[src/rtl/llc_lookup_arbiter.sv]
// Round-robin arbiter for the shared LLC tag/state lookup pipeline, with set-hazard blocking via an in-order in-flight table.
// Optional build macro LLC_ARB_RSP_PRIO_EN: requester 0 gets fixed priority over the round-robin group.
module llc_lookup_arbiter #(
    parameter int NUM_REQ      = 4,
    parameter int SRC_BITS     = 2,
    parameter int SET_BITS     = 9,
    parameter int MAX_INFLIGHT = 4
) (
    input  logic                          clk,
    input  logic                          rst,
    input  logic [NUM_REQ-1:0]            req_valid,
    input  logic [NUM_REQ*SET_BITS-1:0]   req_set,
    output logic [NUM_REQ-1:0]            req_ready,
    output logic                          out_valid,
    input  logic                          out_ready,
    output logic [SET_BITS-1:0]           out_set,
    output logic [SRC_BITS-1:0]           out_src,
    input  logic                          retire_valid,
    output logic [$clog2(MAX_INFLIGHT):0] inflight_cnt,
    output logic                          err_retire_empty
);
    localparam int PTR_BITS = $clog2(MAX_INFLIGHT);
    localparam int CNT_BITS = PTR_BITS + 1;

    logic [MAX_INFLIGHT-1:0] r_tbl_valid;
    logic [SET_BITS-1:0]     r_tbl_set [MAX_INFLIGHT];
    logic [PTR_BITS-1:0]     r_head;
    logic [PTR_BITS-1:0]     r_tail;
    logic [CNT_BITS-1:0]     r_cnt;
    logic [SRC_BITS-1:0]     r_rr_ptr;
    logic                    r_out_valid;
    logic [SET_BITS-1:0]     r_out_set;
    logic [SRC_BITS-1:0]     r_out_src;
    logic                    r_err;

    logic [NUM_REQ-1:0]      w_elig;
    logic [NUM_REQ-1:0]      w_rr_elig;
    logic                    w_found;
    logic [SRC_BITS-1:0]     w_gnt_idx;
    logic                    w_can_grant;
    logic                    w_grant;
    logic                    w_rr_update;
    logic                    w_retire;
    logic [SET_BITS-1:0]     w_gnt_set;

    // A requester is blocked if its set matches any valid entry, including one retiring this cycle.
    genvar gi, gj;
    generate
        for (gi = 0; gi < NUM_REQ; gi++) begin : g_hazard
            logic [MAX_INFLIGHT-1:0] w_hit;
            for (gj = 0; gj < MAX_INFLIGHT; gj++) begin : g_entry
                assign w_hit[gj] = r_tbl_valid[gj] &&
                                   (r_tbl_set[gj] == req_set[SET_BITS*(gi+1)-1 -: SET_BITS]);
            end
            assign w_elig[gi] = req_valid[gi] && !(|w_hit);
        end
    endgenerate

`ifdef LLC_ARB_RSP_PRIO_EN
    assign w_rr_elig = w_elig & ~NUM_REQ'(1);
`else
    assign w_rr_elig = w_elig;
`endif

    always_comb begin : p_arb
        logic [SRC_BITS-1:0] scan;
        w_found   = 1'b0;
        w_gnt_idx = '0;
        scan      = '0;
        for (int k = 0; k < NUM_REQ; k++) begin
            scan = r_rr_ptr + SRC_BITS'(k);
            if (!w_found && w_rr_elig[scan]) begin
                w_found   = 1'b1;
                w_gnt_idx = scan;
            end
        end
`ifdef LLC_ARB_RSP_PRIO_EN
        if (w_elig[0]) begin
            w_found   = 1'b1;
            w_gnt_idx = '0;
        end
`endif
    end

    assign w_can_grant = !rst && (!r_out_valid || out_ready) &&
                         (r_cnt < CNT_BITS'(MAX_INFLIGHT));
    assign w_grant     = w_can_grant && w_found;
    assign w_gnt_set   = req_set[w_gnt_idx*SET_BITS +: SET_BITS];
    assign w_retire    = retire_valid && (r_cnt != '0);
    assign req_ready   = w_grant ? (NUM_REQ'(1) << w_gnt_idx) : '0;

`ifdef LLC_ARB_RSP_PRIO_EN
    assign w_rr_update = w_grant && (w_gnt_idx != '0);
`else
    assign w_rr_update = w_grant;
`endif

    always_ff @(posedge clk) begin
        if (rst) begin
            r_tbl_valid <= '0;
            r_head      <= '0;
            r_tail      <= '0;
            r_cnt       <= '0;
            r_rr_ptr    <= '0;
            r_out_valid <= 1'b0;
            r_out_set   <= '0;
            r_out_src   <= '0;
            r_err       <= 1'b0;
        end else begin
            if (w_grant) begin
                r_out_valid         <= 1'b1;
                r_out_set           <= w_gnt_set;
                r_out_src           <= w_gnt_idx;
                r_tbl_valid[r_tail] <= 1'b1;
                r_tbl_set[r_tail]   <= w_gnt_set;
                r_tail              <= r_tail + 1'b1;
            end else if (out_ready) begin
                r_out_valid <= 1'b0;
            end

            if (w_rr_update)
                r_rr_ptr <= w_gnt_idx + 1'b1;

            // head and tail only coincide when empty or full, so these writes never collide
            if (w_retire) begin
                r_tbl_valid[r_head] <= 1'b0;
                r_head              <= r_head + 1'b1;
            end

            if (retire_valid && (r_cnt == '0))
                r_err <= 1'b1;

            case ({w_grant, w_retire})
                2'b10:   r_cnt <= r_cnt + 1'b1;
                2'b01:   r_cnt <= r_cnt - 1'b1;
                default: r_cnt <= r_cnt;
            endcase
        end
    end

    assign out_valid        = r_out_valid;
    assign out_set          = r_out_set;
    assign out_src          = r_out_src;
    assign inflight_cnt     = r_cnt;
    assign err_retire_empty = r_err;

endmodule
[config.mk]
export PLATFORM = sky130hd
export DESIGN_NAME = llc_lookup_arbiter
export DESIGN_NICKNAME = d
export VERILOG_FILES = /design/src/rtl/llc_lookup_arbiter.sv
export SDC_FILE = /design/constraint.sdc
export NUM_CORES = 1
export LEC_CHECK = 0
export BUFFER_PORTS_ARGS = -buffer_cell sky130_fd_sc_hd__clkbuf_2
export CAP_MARGIN = 15
export CORE_MARGIN = 10
export CORE_UTILIZATION = 55
export DETAILED_ROUTE_END_ITERATION = 12
export PLACE_DENSITY = 0.73
export SLEW_MARGIN = 20
export SYNTH_ARGS = -nofsm -noshare
export SYNTH_HDL_FRONTEND = slang
export SYNTH_SLANG_ARGS = --single-unit
[constraint.sdc]
create_clock -name clk -period 5.1 [get_ports clk]
set_input_delay 1.02 -clock clk [delete_from_list [all_inputs] [get_ports clk]]
set_output_delay 1.02 -clock clk [all_outputs]
set_load 0.005 [all_outputs]
==> run summary, run 1 <==
The run finished with clean final reports. The class of the most critical setup path is in -> out. In this run the remaining antenna-violating nets after routing total 0. The clock period minus final worst setup slack was 4550 ps; the area growth from synthesis to layout was 10.5%.

The run gives 0 as the residual DRC count. The combinational share of power is 33.0%, and the total number of vias is 3520. The cell area power density is 362 nW/µm², and the count of final setup violators is 0. The DRC marker count from the first detailed-route iteration is 296, and the highest net fanout along the worst path is 12. The total area inside the core boundary comes to 7810 µm². Setup repair after global routing left no endpoint under its margin. The post-route netlist has 18.2% of its cells at a drive strength greater than 1.

The tool flagged a number of max-cap violations equal to 0. Of the synthesized area, sequential elements account for 35.8%. For this run, the share of the core covered by cells in the final layout is 63.4%.

For this run, the top clock speed supported by timing is 220 MHz. IR analysis of the VDD net gives a maximum drop of 0.000317 V. TritonCTS built the clock tree. The share of the synthesized area in the top cell type is 24.1%. Summing all multi-input logic gate instances after layout gives 2630 µm². The tree is rooted in a sky130_fd_sc_hd__clkbuf_8.

For this configuration, the core starts out at a cell density of 57.4%. Clock transition at the registers of the reported paths: 70 ps. For the total negative setup slack, the log shows 0 ps. Dividing the detail-routed wire length by the instance count gives 21.5 µm. After layout, the worst path uses 89.2% of the clock period. Number of vias per cell after detailed routing: 5.96.

The number of buffers on the longest clock path was 2. The library cell used most frequently in the layout, excluding fill and tap cells, is sky130_fd_sc_hd__xnor2_1. After filler insertion, the fill cell instance count of the layout stands at 661. The tools report the max-slew violation count as 0. The worst hold path belongs to the class reg -> reg. The internal power component was 0.00116 W; the overall overflow remaining after global route was 0. For the worst setup path, the data required time is 4080 ps. The tools report the initial antenna violation count as 0.

Synthesis produced 455 cells. By area the synthesized netlist is led by sky130_fd_sc_hd__edfxtp_1 24%, sky130_fd_sc_hd__xnor2_1 19%, sky130_fd_sc_hd__dfxtp_1 12%. The clock network burns 25.0% of the power.

The clock net in this run drives a total of 62 sinks. Of all cell types, the one taking the most synthesized area is sky130_fd_sc_hd__edfxtp_1. STA classifies the critical path endpoint as a primary output.

Post-CTS timing repair inserted 0 buffers for setup. The analysis attributes to net switching a power of 0.000633 W. For the tightest slew margin relative to the limit, the log shows 55.8%. In the layout the commonest cells are 98 x sky130_fd_sc_hd__xnor2_1, 63 x sky130_fd_sc_hd__clkbuf_2, 50 x sky130_fd_sc_hd__xor2_1. The tools report the total count of hold-check failures in the final report as 0.

In this run the number of H-tree levels came out at 3. At the pin with the least slew margin, the transition time is 657 ps. For the total of warnings raised by yosys, the log shows 0. The clock insertion delay at the later pin of the skew report is 350 ps, and the post-synthesis net count is 513. Hold is met by 465 ps. Critical path launch point type: an input port. The via count of the first global-routing pass came out at 3581. For the number of rows created at floorplan, the log shows 32. Summing every instance area after synthesis gives 4480 µm². The routed design has 12700 µm of wire. Pin placement for this block handled 64 I/O pins. Across the routed clock network, the largest skew measured is 12.8 ps. In this run, flip-flops and latches consume 42.0% of the power. First-pass GRT wire length: 19300 µm. Buffers inserted during clock tree synthesis total 9. The fraction of power spent switching nets was 35.3%.

The first detailed-routing pass ran for 5 iterations. Port buffering added 63 buffers. Gates resized during post-CTS repair numbered 0.

After clock tree synthesis, the flow added hold-fix buffers numbering 0. 0 antenna diodes ended up in the layout. A synthesized cell averages 9.84 µm². The die is 110 µm tall. The synthesized design contains 62 register bits.

The tools report the combined flip-flop and latch cell area as 1600 µm². The HPWL after detailed placement is 10100 µm, and the number of distinct library cell variants in the gate-level netlist after synthesis is 37. For the overall routing resource usage, the log shows 21.2%. Entering global routing, the biggest net connects 18 pins.

The static leakage power was 1.81 nW. At the end of the flow, the number of nets in the layout was 542. Data arrives at the worst endpoint at 3530 ps. Die area: 12200 µm². Routability-driven placement finished with a final weighted congestion of 1.02. The floorplan step set the die width to 110 µm.
==> final cells by class <==
cell class / count / area share [%]
Multi-Input combinational cell: 332 / 53.0
Clock buffer: 11 / 3.06
Timing Repair Buffer: 66 / 6.83
Inverter: 13 / 0.986
Clock inverter: 5 / 1.14
Tap cell: 102 / 2.58
Sequential cell: 62 / 32.4
==> sequential cells by signal (all words and copies together) (netlist names) <==
signal,cells
out_valid,1
out_set,9
r_tail,2
inflight_cnt,3
r_rr_ptr,2
r_head,2
err_retire_empty,1
out_src,2
r_tbl_set,36
r_tbl_valid,4
==> synth_stat cells <==
| master | n |
|---|---|
| sky130_fd_sc_hd__clkbuf_1 | 25 |
| sky130_fd_sc_hd__edfxtp_1 | 36 |
| sky130_fd_sc_hd__nand2b_1 | 1 |
| sky130_fd_sc_hd__nor2b_1 | 2 |
| sky130_fd_sc_hd__nand3_1 | 10 |
| sky130_fd_sc_hd__nand2_1 | 15 |
| sky130_fd_sc_hd__a221o_1 | 1 |
| sky130_fd_sc_hd__or4_1 | 1 |
| sky130_fd_sc_hd__a41oi_4 | 1 |
| sky130_fd_sc_hd__inv_1 | 11 |
| sky130_fd_sc_hd__ha_1 | 13 |
| sky130_fd_sc_hd__o32ai_1 | 1 |
| sky130_fd_sc_hd__a211oi_1 | 1 |
| sky130_fd_sc_hd__xnor2_1 | 98 |
| sky130_fd_sc_hd__nor3_1 | 10 |
| sky130_fd_sc_hd__o21ai_0 | 2 |
| sky130_fd_sc_hd__fa_1 | 1 |
| sky130_fd_sc_hd__a21o_1 | 1 |
| sky130_fd_sc_hd__o31ai_1 | 3 |
| sky130_fd_sc_hd__nor2_1 | 10 |
| sky130_fd_sc_hd__o31a_1 | 1 |
| sky130_fd_sc_hd__o221ai_1 | 9 |
| sky130_fd_sc_hd__or2_2 | 2 |
| sky130_fd_sc_hd__or3_1 | 3 |
| sky130_fd_sc_hd__or4_4 | 1 |
| sky130_fd_sc_hd__dfxtp_1 | 26 |
| sky130_fd_sc_hd__o21a_1 | 5 |
| sky130_fd_sc_hd__o22ai_1 | 1 |
| sky130_fd_sc_hd__inv_2 | 2 |
| sky130_fd_sc_hd__mux2i_1 | 29 |
| sky130_fd_sc_hd__nand4_1 | 27 |
| sky130_fd_sc_hd__nor3b_1 | 1 |
| sky130_fd_sc_hd__xor2_1 | 50 |
| sky130_fd_sc_hd__and2_1 | 8 |
| sky130_fd_sc_hd__nor4_1 | 13 |
| sky130_fd_sc_hd__a21oi_1 | 11 |
| sky130_fd_sc_hd__buf_2 | 23 |
==> power groups by stage <==
stage / Combinational [W] / Sequential, W / Clock, W
floorplan: 0.000429 / 0.000731 / 0
global placement: 0.000576 / 0.000758 / 0
detailed placement: 0.000592 / 0.000759 / 0
CTS: 0.000596 / 0.000750 / 0.000456
global route: 0.000652 / 0.000763 / 0.000481
finish: 0.000591 / 0.000753 / 0.000449
==> kinds of logic (layout without fill, tap and decap cells) <==
family,count (synthesis),in the layout,synth area share (%)
AND/OR/NAND/NOR,104,104,12.7
AO/OA/AOI/OAI,37,37,6.26
adder cells (fa/ha/maj),14,14,4.08
multiplexers,29,29,6.48
flip-flops,62,62,35.8
XOR/XNOR,148,148,28.9
buffers and inverters,61,95,5.75
==> per-stage QoR <==
stage	setup slack (ps)	total power, W	cell area [µm²]	std cells
2_1_floorplan	809	0.00116	4480	455
3_3_place_gp	629	0.00133	4740	575
6_report	551	0.00179	4950	591
3_5_place_dp	591	0.00135	4740	575
5_1_grt	441	0.00190	4950	591
4_1_cts	588	0.00180	4950	591
==> path summary, 6_finish.rpt <==
kind | end | from | slack, ps | depth (start not counted)
max | req_ready[2] | req_set[21] | 550 | 11
min reg2reg | out_src[1]$_SDFFE_PP0N_ | out_src[1]$_SDFFE_PP0N_ | 470 | 2
min | out_src[1]$_SDFFE_PP0N_ | out_src[1]$_SDFFE_PP0N_ | 470 | 2
max reg2reg | inflight_cnt[2]$_SDFFE_PP0P_ | r_tbl_set[1][6]$_DFFE_PP_ | 1400 | 13
==> worst max-delay path: stages <==
cell and delay (ps):
sky130_fd_sc_hd__clkbuf_2 150, sky130_fd_sc_hd__xnor2_1 150, sky130_fd_sc_hd__nand4_1 110, sky130_fd_sc_hd__nor3_1 70
sky130_fd_sc_hd__nor4_1 600, sky130_fd_sc_hd__nand2_1 260, sky130_fd_sc_hd__a221o_1 450, sky130_fd_sc_hd__inv_2 280
sky130_fd_sc_hd__ha_1 210, sky130_fd_sc_hd__and2_1 110, sky130_fd_sc_hd__clkbuf_2 110
==> routing by layer <==
layer / track usage, % / vias to the layer above / part of all wire [%]
met5: 0 / - / 0
met4: 9.54 / 0 / 2.6
met1: 27.1 / 1719 / 41
li1: - / 1617 / -
met3: 4.35 / 31 / 8.2
met2: 33.8 / 153 / 49
Power figures use the tool's default switching activity.
==> run 2: changes to the inputs <==
==> constraint.sdc (replaced) <==
create_clock -name clk -period 5.25 [get_ports clk]
set_input_delay 1.05 -clock clk [delete_from_list [all_inputs] [get_ports clk]]
set_output_delay 1.05 -clock clk [all_outputs]
set_load 0.005 [all_outputs]
==> run 2 against run 1 <==
  * Count of clock-buffer cells in the layout fell by 1
  * Sequential share of layout area rose by 0.21 points
  * Register-to-register slack improved by 200 ps
  * Routed wire length fell by 1.2%
  * Global-route usage fell by 0.14 points
  * Clock power fell by 18%
  * Worst setup slack improved by 110 ps
  * First-iteration DRC count rose by 3.7%
  * Utilization fell by 0.42 points
  * Clock skew fell by 5.8 ps
  * Critical endpoint unchanged
  * Largest power group unchanged
  * Highest routed layer unchanged
==> run summary, run 2 (synthesized netlist as in run 1, its figures left out) <==
Static timing analysis puts the maximum clock frequency at 218 MHz. The number of placed I/O pins was 64 (unchanged). The most repeated library cell on the critical path is sky130_fd_sc_hd__clkbuf_2 (unchanged). The routability congestion estimate came out at 1.02 (about the same). The run gives 19300 µm (about the same) as the first-pass GRT wire length.

The total number of vias is 3481 (was 3520), and the total detailed-routing wirelength is 12600 µm (was 12700 µm). CP cell instances: clkbuf_2 > xnor2_1 > nand4_1 > nor3_1 > nor4_1 > nand2_1 > a221o_1 > inv_2 > ha_1 > and2_1 > clkbuf_2 (unchanged). The actual slew at the worst max-slew pin was 673 ps (was 657 ps); the clock power share was 22.0% (was 25.0%). The logs give 1.79 nW (was 1.81 nW) for the static leakage power and 0 (unchanged) for the overall overflow remaining after global route. The tools report the critical path launch point type as an input port (unchanged). The post-place setup slack was 682 ps (was 591 ps); the number of hold-repair buffers added at the cts stage was 0 (unchanged). Number of input and output port buffers inserted: 63 (unchanged).

For the net switching power, the log shows 0.000609 W (was 0.000633 W). The die height is 110 µm (unchanged). Register with the most flip-flops: r_tbl_set (unchanged). The die width was 110 µm (unchanged).

The via count of the first global-routing pass was 3533 (was 3581); the clock period minus final worst setup slack was 4590 ps. The initial antenna violation count is 0 (unchanged), and the layout cell share with drive strength beyond 1 is 18.2% (unchanged). For the first-pass detailed-route iteration total, the log shows 5 (unchanged).

The flow ran to the end, and the final reports show no timing, DRC or antenna violations. The overall routing resource usage came out at 21.0% (was 21.2%). TritonCTS built the clock tree.

The count of H-tree levels built during CTS was 3 (unchanged); the total count of hold-check failures in the final report was 0 (unchanged). The clock skew was 7.02 ps (was 12.8 ps). The cell chosen for the clock root is sky130_fd_sc_hd__clkbuf_8 (unchanged).

The clock transition at the registers of the reported paths was 70 ps (about the same); the count of final setup violators was 0 (unchanged). For the clock insertion delay at the later pin of the skew report, the log shows 340 ps (was 350 ps). The final instance area is 4920 µm² (was 4950 µm²). The number of antenna diodes is 0 (unchanged). The area growth from synthesis to layout came out at 9.75% (was 10.5%). The peak ir drop on the vdd network is 0.000302 V (was 0.000317 V), and the internal power component is 0.00106 W (was 0.00116 W).

The number of inserted filler cells in the final layout was 662 (was 661); the number of buffers on the longest clock path was 2 (unchanged). The sum of internal, switching and leakage power is 0.00167 W (was 0.00179 W). Total negative setup slack: 0 ps (unchanged). For the worst hold-check slack, the log shows 465 ps (about the same). The area of the multi-input gates was 2630 µm² (unchanged). Worst min-delay path category: reg -> reg (unchanged). The number of sinks handled by clock tree synthesis was 62 (unchanged).

The type of destination of the critical path is a primary output (unchanged). The fraction of power spent switching nets came out at 36.4% (was 35.3%). Class of the most critical setup path: in -> out (unchanged). The logs give 4200 ps (was 4080 ps) for the required time of the critical path and 18 (unchanged) for the pin count of the biggest net entering global routing. Setup repair after global routing left no endpoint under its margin. The most common library cell in the layout ignoring fill and taps is sky130_fd_sc_hd__xnor2_1 (unchanged). The critical path's top delay family is simple AND/OR/NAND/NOR gates (unchanged). The combinational share of power came out at 34.3% (was 33.0%). The number of rows created at floorplan was 32 (unchanged).

Commonest cells after routing, fill and taps aside: 98 x sky130_fd_sc_hd__xnor2_1, 63 x sky130_fd_sc_hd__clkbuf_2, 50 x sky130_fd_sc_hd__xor2_1 (unchanged). The combined flip-flop and latch cell area is 1600 µm² (unchanged), and the highest net fanout along the worst path is 12 (unchanged). In the finished design, the share of the clock period the worst path needs comes to 87.4%. Sequential fraction of design power: 43.7% (was 42.0%).

The cell area power density works out to 340 nW/µm² (was 362 nW/µm²). For the max-slew violation count, the log shows 0 (unchanged). The number of nets with antenna violations after routing was 0 (unchanged); the DRC marker count from the first detailed-route iteration was 307 (was 296). The HPWL after detailed placement was 10100 µm (about the same).

The delay contributed by the slowest stage of the critical path is 590 ps (was 600 ps), and the number of gates resized after cts is 0 (unchanged). The net count reported at finish came out at 542 (unchanged). The worst path buffer plus inverter count is 3 (unchanged). The number of max-cap violations was 0 (unchanged). The buffer count from post-CTS setup fixing came out at 0 (unchanged). Residual DRC count: 0 (unchanged). The tightest slew margin relative to the limit came out at 55.1% (was 55.8%). The average detailed-routed wire length per instance is 21.3 µm (was 21.5 µm). The flip-flop count of the largest register after layout came out at 36 (unchanged). For the CTS buffer count, the log shows 9 (unchanged).

The worst endpoint data arrival time was 3540 ps (was 3530 ps). The master of the slowest instance on the critical path is sky130_fd_sc_hd__nor4_1 (unchanged). The post-layout worst setup margin was 664 ps (was 551 ps). The placeable core region was 7810 µm² (unchanged).

The initial cell density of the core was 57.4% (unchanged). The tools report the area after detailed placement as 4740 µm² (unchanged). The die area is 12200 µm² (unchanged). Number of vias per cell after detailed routing: 5.89 (was 5.96).
==> run 2: cell types whose count changed in the layout (fill, tap and decap cells not counted) <==
cell,change
sky130_fd_sc_hd__clkinv_2,+2
sky130_fd_sc_hd__bufinv_16,-1
sky130_fd_sc_hd__clkbuf_8,-1
sky130_fd_sc_hd__clkinvlp_4,+1
sky130_fd_sc_hd__inv_4,-1
==> run 2: worst reg2reg max path, delay by kind of cell (launching register included) <==
| kind | cells | cell delay [ps] |
|---|---|---|
| and+or+nand+nor | 5 | 1290 |
| adders and majority gates | 2 | 630 |
| DFF | 1 | 510 |
| xor gates and xnor gates | 2 | 370 |
| buffers and inverters | 2 | 380 |
| AOI/OAI and AO/OA | 2 | 400 |
==> run 2: layer usage <==
metal | wire [µm] | share of wire, % | track usage, %
met2 | 6010 | 48 | 33.8
met4 | 334 | 2.7 | 8.81
met3 | 948 | 7.5 | 3.83
met1 | 5270 | 42 | 27.3
met5 | 0 | 0 | 0
==> run 2: worst paths after layout <==
path | startpoint | end | slack [ps] | cells past startpoint
worst max register to register | r_tbl_set[1][7]$_DFFE_PP_ | inflight_cnt[2]$_SDFFE_PP0P_ | 1600 | 13
worst min register to register | out_src[1]$_SDFFE_PP0N_ | out_src[1]$_SDFFE_PP0N_ | 470 | 2
worst min-delay path | out_src[1]$_SDFFE_PP0N_ | out_src[1]$_SDFFE_PP0N_ | 470 | 2
worst max-delay path | req_set[21] | req_ready[2] | 660 | 11
==> run 2: metrics by stage <==
step,cells,util (%)
floorplan,455,-
global placement,575,60.7
detailed placement,575,60.7
CTS,591,63.0
global route,591,63.0
finish,591,63.0
==> run 2: power groups by stage <==
stage          clock (W)  sequential, W  combinational (W)
4_1_cts         0.000373       0.000727           0.000579
3_3_place_gp           0       0.000736           0.000560
3_5_place_dp           0       0.000737           0.000575
2_1_floorplan          0       0.000710           0.000417
5_1_grt         0.000394       0.000741           0.000633
6_report        0.000368       0.000730           0.000574
==> run 2: cell type report <==
class,instances,share of cell area [%]
inverters,13,0.993
flip-flops and latches,62,32.6
clock buffers,10,2.80
repair buffers,66,6.87
well taps,102,2.60
clock inverters,6,0.764
multi-input cells,332,53.4
==> run 3: changes to the inputs <==
--- a/config.mk
+++ b/config.mk
@@ -7,10 +7,12 @@
 export LEC_CHECK = 0
 export BUFFER_PORTS_ARGS = -buffer_cell sky130_fd_sc_hd__clkbuf_2
 export CAP_MARGIN = 15
+export CELL_PAD_IN_SITES_DETAIL_PLACEMENT = 1
+export CELL_PAD_IN_SITES_GLOBAL_PLACEMENT = 1
 export CORE_MARGIN = 10
-export CORE_UTILIZATION = 55
+export CORE_UTILIZATION = 49
 export DETAILED_ROUTE_END_ITERATION = 12
-export PLACE_DENSITY = 0.73
+export PLACE_DENSITY = 0.83
 export SLEW_MARGIN = 20
 export SYNTH_ARGS = -nofsm -noshare
 export SYNTH_HDL_FRONTEND = slang
==> run 3 against run 2 <==
  * Count of clock-buffer cells in the layout unchanged
  * Utilization down 7.1 points
  * Sequential cell count did not move
  * Power is 2.8% higher
  * Clock skew rose by 4.1 ps
  * Sequential share of layout area is essentially flat
  * First-iteration DRC count shrank 21%
  * Critical path depth is the same
  * Final area increased by 0.15%
  * Critical path type unchanged
==> run summary, run 3 (synthesized netlist as in run 1, its figures left out) <==
The total count of hold-check failures in the final report is 0 (unchanged), and the total negative setup slack is 0 ps (unchanged). The tools report the first-pass detailed-route iteration total as 4 (was 5). The master of the slowest instance on the critical path was sky130_fd_sc_hd__nor4_1 (unchanged). The die width is 116 µm (was 110 µm).

The number of rows created at floorplan was 34 (was 32). The first-pass GRT wire length was 22400 µm (was 19300 µm). The tools report the static leakage power as 1.80 nW (was 1.79 nW).

The highest net fanout along the worst path was 11 (was 12); the number of buffers on the longest clock path was 2 (unchanged). The class of the most critical setup path is in -> out (unchanged). Register with the most flip-flops: r_tbl_set (unchanged). The run gives 0 (unchanged) as the number of antenna diodes.

TritonCTS built the clock tree. The worst endpoint data arrival time was 3590 ps (was 3540 ps); the tightest slew margin relative to the limit was 47.2% (was 55.1%). The critical path launch point was req_set[24] (was req_set[21]). Commonest cells after routing, fill and taps aside: 98 x sky130_fd_sc_hd__xnor2_1, 63 x sky130_fd_sc_hd__clkbuf_2, 50 x sky130_fd_sc_hd__xor2_1 (unchanged).

The post-route fraction of the period consumed by the critical path was 88.4% (was 87.4%); the cell area power density was 349 nW/µm² (was 340 nW/µm²). The run gives 0 (unchanged) as the max-slew violation count. The tools report the cell chosen for the clock root as sky130_fd_sc_hd__clkbuf_8 (unchanged). The worst path buffer plus inverter count works out to 3 (unchanged).

Layout cell share with drive strength beyond 1: 18.0% (was 18.2%). The tools report the startpoint of the lowest-slack register-to-register path as r_tbl_set[0][0]$_DFFE_PP_ (was r_tbl_set[1][7]$_DFFE_PP_). Startpoint of the tightest hold check path: out_src[1]$_SDFFE_PP0N_ (unchanged).

The tools report the critical path launch point type as an input port (unchanged). The delay contributed by the slowest stage of the critical path is 620 ps (was 590 ps), and the area after detailed placement is 4750 µm² (was 4740 µm²). The number of input and output port buffers inserted came out at 63 (unchanged). Setup repair after global routing left no endpoint under its margin. The type of destination of the critical path was a primary output (unchanged). The logs give 542 (unchanged) for the net count reported at finish and 0 (unchanged) for the number of max-cap violations. The clock transition at the registers of the reported paths was 70 ps (about the same). The tools report the total number of vias as 3504 (was 3481). The count of H-tree levels built during CTS was 3 (unchanged). The peak ir drop on the vdd network was 0.000238 V (was 0.000302 V); the flip-flop count of the largest register after layout was 36 (unchanged). The buffer count from post-CTS setup fixing was 0 (unchanged).

The tools report the DRC marker count from the first detailed-route iteration as 242 (was 307). Area growth from synthesis to layout: 9.92% (was 9.75%). The required time of the critical path is 4200 ps (about the same), and the number of placed I/O pins is 64 (unchanged). The most common library cell in the layout ignoring fill and taps is sky130_fd_sc_hd__xnor2_1 (unchanged).

The HPWL after detailed placement is 11800 µm (was 10100 µm). The run gives 22.4% (was 21.0%) as the overall routing resource usage. The worst min-delay path category was reg -> reg (unchanged).

The tools report the count of final setup violators as 0 (unchanged). The via count of the first global-routing pass was 3878 (was 3533). The logs give 0 (unchanged) for the number of gates resized after cts and 216 MHz (was 218 MHz) for the highest clock rate. The placeable core region is 8810 µm² (was 7810 µm²), and the total detailed-routing wirelength is 14800 µm (was 12600 µm). The logs give 0 (unchanged) for the residual DRC count and 350 ps (was 340 ps) for the clock insertion delay at the later pin of the skew report. The run gives 9 (unchanged) as the CTS buffer count. The run finished with clean final reports. The die height was 116 µm (was 110 µm).

The number of vias per cell after detailed routing was 5.87 (was 5.89). The number of hold-repair buffers added at the cts stage was 0 (unchanged). Initial cell density of the core: 50.9% (was 57.4%). The number of nets with antenna violations after routing was 0 (unchanged); the initial antenna violation count was 0 (unchanged). The most repeated library cell on the critical path is sky130_fd_sc_hd__clkbuf_2 (unchanged). The pin count of the biggest net entering global routing is 18 (unchanged). The actual slew at the worst max-slew pin is 792 ps (was 673 ps).

For the overall overflow remaining after global route, the log shows 0 (unchanged). The critical path's top delay family was simple AND/OR/NAND/NOR gates (unchanged). The die area came out at 13400 µm² (was 12200 µm²).

The final instance area is 4920 µm² (about the same), and the clock period minus final worst setup slack is 4640 ps (was 4590 ps). The routability congestion estimate came out at 0.955 (was 1.02). CP cell instances: clkbuf_2 > xnor2_1 > nand4_1 > nor3_1 > nor4_1 > nand2_1 > a221o_1 > inv_2 > ha_1 > and2_1 > clkbuf_2 (unchanged). Average detailed-routed wire length per instance: 24.9 µm (was 21.3 µm). The number of sinks handled by clock tree synthesis was 62 (unchanged); the clock skew was 11.2 ps (was 7.02 ps).
## run 3: tightest hold or removal path, delay by kind of cell (launching register included)
family / cells / cell delay (ps)
flops: 1 / 310
simple gates: 1 / 50
compound gates: 1 / 50
## run 3: final cells by class
type	instances	area, µm²
multi-input cells	332	2630
inverters	13	48.8
clock inverters	6	37.5
flip-flops and latches	62	1600
clock buffers	10	138
well taps	108	135
repair buffers	66	338
fillers	984	3880
## run 3: per-layer routing
metal | track usage [%] | routed length, µm | up-vias
li1 | - | - | 1620
met1 | 28.1 | 6230 | 1750
met2 | 37.5 | 7310 | 109
met5 | 0 | 0 | -
met3 | 4.19 | 959 | 25
met4 | 8.59 | 342 | 0
## run 3: metrics by stage
step | total power (W) | utilization, % | hold slack (ps) | std cells | setup slack (ps)
2_1_floorplan | 0.00113 | - | 453 | 455 | 899
3_3_place_gp | 0.00131 | 53.9 | 447 | 581 | 760
3_5_place_dp | 0.00134 | 53.9 | 458 | 581 | 679
4_1_cts | 0.00172 | 55.9 | 471 | 597 | 664
5_1_grt | 0.00182 | 55.9 | 512 | 597 | 448
6_report | 0.00172 | 55.9 | 466 | 597 | 610
## run 3: where the power goes
| group | internal (W) | switching [W] |
|---|---|---|
| combinational | 0.000255 | 0.000337 |
| clock | 0.000181 | 0.000205 |
| sequential | 0.000627 | 0.000112 |
## run 3: final timing paths
| path | endpoint | slack, ps | depth (start not counted) |
|---|---|---|---|
| min reg2reg | out_src[1]$_SDFFE_PP0N_ | 470 | 2 |
| max | req_ready[2] | 610 | 11 |
| min | out_src[1]$_SDFFE_PP0N_ | 470 | 2 |
| max reg2reg | r_tbl_set[3][5]$_DFFE_PP_ | 1420 | 10 |
